**src/rtl/sat_clip.sv**
```systemverilog
// Combinational signed saturation: clamps a wide signed value into W_OUT bits
// and flags which rail, if any, was hit.
module sat_clip #(
   parameter int W_IN  = 33,
   parameter int W_OUT = 18
) (
   input  logic [W_IN-1:0]  i_r,
   output logic [W_OUT-1:0] o_out,
   output logic             o_hi,
   output logic             o_lo
);

   localparam logic signed [W_IN-1:0] MAX_POS = {{(W_IN-W_OUT+1){1'b0}}, {(W_OUT-1){1'b1}}};
   localparam logic signed [W_IN-1:0] MIN_NEG = {{(W_IN-W_OUT+1){1'b1}}, {(W_OUT-1){1'b0}}};

   logic signed [W_IN-1:0] w_r;
   assign w_r = $signed(i_r);

   always_comb begin
      o_hi  = (w_r > MAX_POS);
      o_lo  = (w_r < MIN_NEG);
      o_out = w_r[W_OUT-1:0];
      if (o_hi)
         o_out = {1'b0, {(W_OUT-1){1'b1}}};
      else if (o_lo)
         o_out = {1'b1, {(W_OUT-1){1'b0}}};
   end

endmodule

```
**src/rtl/sign_narrow.sv**
```systemverilog
// Handshaked signed narrowing: round-half-up by FRAC_DROP bits, then saturate
// to WID_OUT bits, with sticky-at-max clip counter for diagnostics.
//
// state   | meaning
// S_WAIT  | idle, accepts a request when arm=1 (latches in)
// S_ROUND | rounded/shifted value R is registered
// S_SAT   | saturated result and clip flags registered, counter bumped
// S_DONE  | result held with finished=1 until arm drops
module sign_narrow #(
   parameter int WID_IN    = 48,
   parameter int FRAC_DROP = 16,
   parameter int WID_OUT   = 18,
   parameter int CNT_WID   = 16
) (
   input  logic               clk,
   input  logic               rst,
   input  logic               arm,
   input  logic [WID_IN-1:0]  in,
   output logic [WID_OUT-1:0] out,
   output logic               finished,
   output logic               clipped_hi,
   output logic               clipped_lo,
   input  logic               clr_count,
   output logic [CNT_WID-1:0] sat_count
);

   localparam int R_W = WID_IN - FRAC_DROP + 1;
   // Half an LSB of the kept result; collapses to zero when nothing is dropped.
   localparam logic [WID_IN:0] RND = ((WID_IN+1)'(1) << FRAC_DROP) >> 1;

   typedef enum logic [1:0] {
      S_WAIT  = 2'd0,
      S_ROUND = 2'd1,
      S_SAT   = 2'd2,
      S_DONE  = 2'd3
   } state_t;

   state_t r_state, w_state_nxt;

   logic [WID_IN-1:0]  r_in;
   logic [R_W-1:0]     r_r;
   logic [WID_IN:0]    w_sum;
   logic [WID_OUT-1:0] w_out;
   logic               w_hi, w_lo;
   logic [WID_OUT-1:0] r_out;
   logic               r_fin, r_hi, r_lo;
   logic [CNT_WID-1:0] r_cnt;

   assign w_sum = {r_in[WID_IN-1], r_in} + RND;

   sat_clip #(.W_IN(R_W), .W_OUT(WID_OUT)) u_sat_clip (
      .i_r   (r_r),
      .o_out (w_out),
      .o_hi  (w_hi),
      .o_lo  (w_lo)
   );

   always_ff @(posedge clk) begin
      if (rst) r_state <= S_WAIT;
      else     r_state <= w_state_nxt;
   end

   always_comb begin
      w_state_nxt = r_state;
      case (r_state)
         S_WAIT:  if (arm) w_state_nxt = S_ROUND;
         S_ROUND: w_state_nxt = S_SAT;
         S_SAT:   w_state_nxt = S_DONE;
         S_DONE:  if (!arm) w_state_nxt = S_WAIT;
         default: w_state_nxt = S_WAIT;
      endcase
   end

   always_ff @(posedge clk) begin
      if (rst) begin
         r_in  <= '0;
         r_r   <= '0;
         r_out <= '0;
         r_hi  <= 1'b0;
         r_lo  <= 1'b0;
         r_fin <= 1'b0;
      end else begin
         if (r_state == S_WAIT && arm)
            r_in <= in;
         if (r_state == S_ROUND)
            r_r <= R_W'($signed(w_sum) >>> FRAC_DROP);
         if (r_state == S_SAT) begin
            r_out <= w_out;
            r_hi  <= w_hi;
            r_lo  <= w_lo;
         end
         r_fin <= (w_state_nxt == S_DONE);
      end
   end

   // Clear beats a simultaneous increment; counter sticks at all-ones.
   always_ff @(posedge clk) begin
      if (rst || clr_count)
         r_cnt <= '0;
      else if (r_state == S_SAT && (w_hi || w_lo) && r_cnt != '1)
         r_cnt <= r_cnt + CNT_WID'(1);
   end

   assign out        = r_out;
   assign finished   = r_fin;
   assign clipped_hi = r_hi;
   assign clipped_lo = r_lo;
   assign sat_count  = r_cnt;

endmodule

```
**config.mk**
```make
export PLATFORM = sky130hd
export DESIGN_NAME = sign_narrow
export DESIGN_NICKNAME = d
export VERILOG_FILES = /design/src/rtl/sat_clip.sv /design/src/rtl/sign_narrow.sv
export SDC_FILE = /design/constraint.sdc
export NUM_CORES = 1
export LEC_CHECK = 0
export ABC_CLOCK_PERIOD_IN_PS = 4700
export CORE_MARGIN = 4
export CORE_UTILIZATION = 55
export DETAILED_ROUTE_END_ITERATION = 6
export PLACE_DENSITY = 0.82
export SETUP_SLACK_MARGIN = 0.5
export SLEW_MARGIN = 20
export SYNTH_ARGS = -nofsm -noshare
export SYNTH_HDL_FRONTEND = slang
export SYNTH_SLANG_ARGS = --single-unit
```
**constraint.sdc**
```tcl
create_clock -name clk -period 4.7 [get_ports clk]
set_input_delay 0.47 -clock clk [delete_from_list [all_inputs] [get_ports clk]]
set_output_delay 0.47 -clock clk [all_outputs]
set_load 0.01 [all_outputs]
```
* Yosys cells after proc, flatten, opt, wreduce, memory -nomap -nowiden *
Cells that the tools add are included.

cells by class
  add/sub/neg operators = 2
  $lt $le $gt $ge = 2
  equal/unequal tests = 5
  mux-type cells = 5
  reduce and logical (&&, ||, !) cells = 6

operators by type and width
  cell                      number
  $add A48 B17 Y49 const B  1
  $mux W18                  2
  $gt A33 B18 Y1 const B    1
  $lt A33 B18 Y1 const B    1
  $add A16 B1 Y16 const B   1
  $ne A16 B16 Y1 const B    1
  $pmux W2 S4               1
  $eq A2 B2 Y1 const B      3
  $mux W2                   2
  $logic_and A1 B1 Y1       3
  $eq A2 B1 Y1 const B      1
  $logic_not A2 Y1          1
  $logic_or A1 B1 Y1        2

word-level totals
  register bits = 120
  output and inout bits = 37

* Depth between registers and ports, before layout *
  depth after elaboration = 4
  depth in mapped cells = 8
  mapped depth without buffers = 6

* Hierarchy *
Synthesis repeated with hierarchy kept, for this count alone.

second synthesis, totals
  cells, all modules = 583
  area, all modules = 4757.1 µm²

modules (own cells, without submodules)
  module       instances  cells an instance  area each (µm²)  sequential area each (µm²)
  sign_narrow  1          552                4498.1           2102.0
  sat_clip     1          31                 259.0            0.0

* Worst setup path before layout *
OpenSTA, ideal clock, no wires.

  path type = flip-flop to flip-flop
  start = register r_cnt[0] (netlist: sat_count[0])
  end = register r_cnt[10] (netlist: sat_count[10])
  library setup time = 0.070 ns
  arrival time = 1.896 ns
  required time = 4.630 ns
  setup slack = 2.733 ns
  cell stages (with the launch flop) = 8
  period minus slack after synthesis = 1.967 ns
  cells stage by stage = dfxtp_1 ha_1 and3_1 and4_1 a211o_1 buf_6 or4_1 a21oi_1

between the ends
  word-level cells in the longest chain between the ends = 2

ends and longest elaborated chain
  element                                                  line                source
  start: declaration                                       sign_narrow.sv:47   logic [CNT_WID-1:0] r_cnt;
  start signal: assignment                                 sign_narrow.sv:101  r_cnt <= r_cnt + CNT_WID'(1);
  branches (longest 2 deep; another with $add A16 B1 Y16)  --

Parallel ways; which one is timed is not known.
A chain may end at the register's enable or synchronous reset.

* Final worst setup path *
  start = register r_cnt[0] (netlist: sat_count[0])
  end = register r_cnt[15] (netlist: sat_count[15])

Same word-level chain as after synthesis.

==> flow_summary_export.csv <==
group,metric,value,unit
outcome,run_status,"completed",
finish,nets,659,
job,maxCapViolCount,0,
critical_path,cp.required,4.99,ns
synth,yosys-top-cells-area,"dfxtp_1 (46%), nand2_1 (7.8%), a21oi_1 (7.1%), a211oi_1 (5.1%), nor2_1 (5.0%)",
critical_path,cp.arrival,2.61,ns
critical_path,r2r-start,"sat_count[0]",
clocking,clkLatencyLatePin,0.36,ns
synth,syn_area,4524,um2
critical_path,cp_max_fo,23,
floorplanning,die_y,98.70,um
synth,ys.flop_type,"dfxtp_1",
routing,drt-total-wl,9.963,mm
hold_path,hold_class,"reg -> reg",
finish,syn_to_final_growth,21.74,%
routing,met3_length,622,um
global_routing,overflow,0,
global_routing,antenna_found_initial,0,
critical_path,path_class,"reg -> reg",
synth,syn-num-nets,606,
floorplanning,rows,32,
routing,drcViolationCount,0,
sta,rsz0062_at_grt,"false",
routing,vias_per_cell,5.617,
pwr,ir_worst_vdd,0.2014,mV
clocking,clockBufferDepth,2,
routing,drt-initial-drc-count,169,
floorplanning,start_util,57.65,%
clocking,h-tree-depth,3,
sta,min_period,2.321,ns
routing,top_layer,"met4",
critical_path,endpoint_kind,"flop",
sta,slew_viol_final,0,
hold_path,min_to,"out[17]",
synth,synth_compound_area_share,16.04,%
global_routing,grt_max_degree,63,
clocking,cts.sinks,105,
sta,worstMarginPinSlew,1.042,ns
routing,drt-wirelength-per-cell,13.99,um
synth,yosys_warnings,0,
synth,muxShareOfSynthArea,0.2212,%
global_routing,grt_pass1_vias,3574,
synth,synth-seq-cells,105,
floorplanning,die_area,9741,um2
synth,synth_top_family_by_area,"simple AND/OR/NAND/NOR gates",
finish,diodes,0,
routing,via_count,3999,
floorplanning,core_area,7848,um2
finish,layout_commonest_cell,"dfxtp_1",
synth,synth_edf_count,0,
place,dpl.hpwl,6.869,mm
clocking,root_buffer,"clkbuf_8",
synth,yosysTopAreaCell,"dfxtp_1",
hold_path,hp-start,"out[17]",
place,routabilityCongestion,0.8296,
place,placed_area,5274,um2
clocking,cts_tree,"built",
clocking,path_clk_slew,0.09,ns
pwr,power_per_cell_area,373.0,nW/um2
synth,synth_cell_type_count,40,
floorplanning,num_io_pins,89,
synth,synth.avg_cell_area,8.196,um2
finish,seq_area,2102,um2
synth,ys_async_sr_fraction,0,%
hold_path,hold-path-cell-count,2,
critical_path,reg2reg_slack,2.38,ns
finish,n_fill_cell,639,
synth,synth_fa_ha_area_share,0.5531,%
sta,skew,0.007010,ns
critical_path,r2r-end,"sat_count[15]",
critical_path,start_kind,"flop",
floorplanning,die_w,98.70,um
synth,synth_top_area_share,46.46,%
sta,maxSlewHeadroom,30.38,%
synth,syn_inst,552,
global_routing,grt_use_total,20.13,%
finish,drive_above_1_share,4.918,%
critical_path,reg2reg_depth,6,
synth,synth_xor_xnor_area_share,6.388,%
sta,hold_viol_final,0,
clocking,hold_buffers,0,
sta,setup_viol,0,
clocking,cts_resized,0,
clocking,cts_buffers,9,
global_routing,grt_pass1_wl,16.46,mm
place,port_buffers,73,
routing,drt-met1-wl,4.743,mm
synth,synth-seq-area-share,46.46,%
pwr,p_leak,1.886,nW
routing,firstDrtPassIters,4,
routing,wl_met2,4.441,mm
synth,synthSimpleGateAreaFrac,26.63,%
finish,multi_input_area,2280,um2
sta,finalCritPeriodShare,49.38,%
finish,final_cell_mix,"dfxtp_1 (105), nand2_1 (94), clkdlybuf4s50_1 (72)",
sta,max_freq,430.8,MHz
routing,postRouteAntennaNets,0,
clocking,post_cts_buffers,0,
finish,final_area,5508,um2
sta,final.setup.tns,0,ns
==> stage by stage <==
step / util (%) / total power [mW] / worst slack (ns) / instances / hold WS, ns
after detailed placement: 67.20 / 1.510 / 2.325 / 695 / 0.4507
after global routing: 70.18 / 2.159 / 2.265 / 712 / 0.5070
after global placement: 67.20 / 1.493 / 2.436 / 695 / 0.4515
after floorplan: - / 1.359 / 2.733 / 552 / 0.4367
after CTS: 69.75 / 2.053 / 2.257 / 711 / 0.4640
final: 70.18 / 2.054 / 2.379 / 712 / 0.4807
==> critical path, cell delays in order (launching register included) <==
cell and delay [ns]:
dfxtp_1 0.36, ha_1 0.24, and3_1 0.22, and4_1 0.23
a211o_1 0.48, or4_1 0.55, a21oi_1 0.17
==> worst max path at each step <==
stage / from / to / slack (ns) / depth (start not counted)
2_1_floorplan: sat_count[0] / sat_count[10] / 2.73 / 7
6_report: sat_count[0] / sat_count[15] / 2.38 / 6
3_5_place_dp: r_in[15] / r_r[31] / 2.32 / 6
3_3_place_gp: r_in[15] / r_r[25] / 2.44 / 6
5_1_grt: sat_count[0] / sat_count[15] / 2.26 / 6
4_1_cts: r_in[15] / r_r[15] / 2.26 / 6
==> power by group <==
part	switching [mW]	internal (mW)	leakage, nW	total [mW]
Sequential	0.0861	0.996	0.858	1.08
Combinational	0.229	0.192	0.926	0.420
Clock	0.300	0.252	0.102	0.552
Total	0.615	1.44	1.89	2.05
==> sequential cells by signal (all words and copies together), names as in the netlist <==
signal and count:
out 18, r_r 33, clipped_hi 1, sat_count 16
clipped_lo 1, r_in 33, r_state 2, finished 1
==> synthesized netlist by cell type (all sizes together), types with 2 or more instances <==
library cell and number:
nand2b 4, nor2b 2, a211oi 31, or4 9, nand2 94, o41ai 2
nand4 16, xnor2 9, buf 7, o31ai 9, xor2 24, o211ai 2
nand3b 2, o21ai 4, ha 2, clkbuf 29, and3 8, and4 8
nor4 4, dfxtp 105, or3 2, nand3 21, a21oi 64, nor2 60
nor3 22, inv 4
==> metal layers <==
layer / up-vias / global-route usage (%)
li1: 2057 / -
met1: 1796 / 27.64
met2: 131 / 31.20
met3: 15 / 5.025
met4: 0 / 6.513
met5: - / 0
==> kinds of logic after synthesis <==
logic type | Yosys count
buffers and inverters | 40
AOI/OAI and AO/OA | 117
and+or+nand+nor | 254
adders and majority gates | 2
muxes | 1
DFF | 105
xor gates and xnor gates | 33
==> final cells by class <==
cell class	count	share of cell area [%]
clock inverters	3	0.3862
flip-flops and latches	105	38.16
repair buffers	78	14.22
well taps	102	2.317
multi-input cells	407	41.39
clock buffers	13	3.249
inverters	4	0.2726
Power figures use the tool's default switching activity.
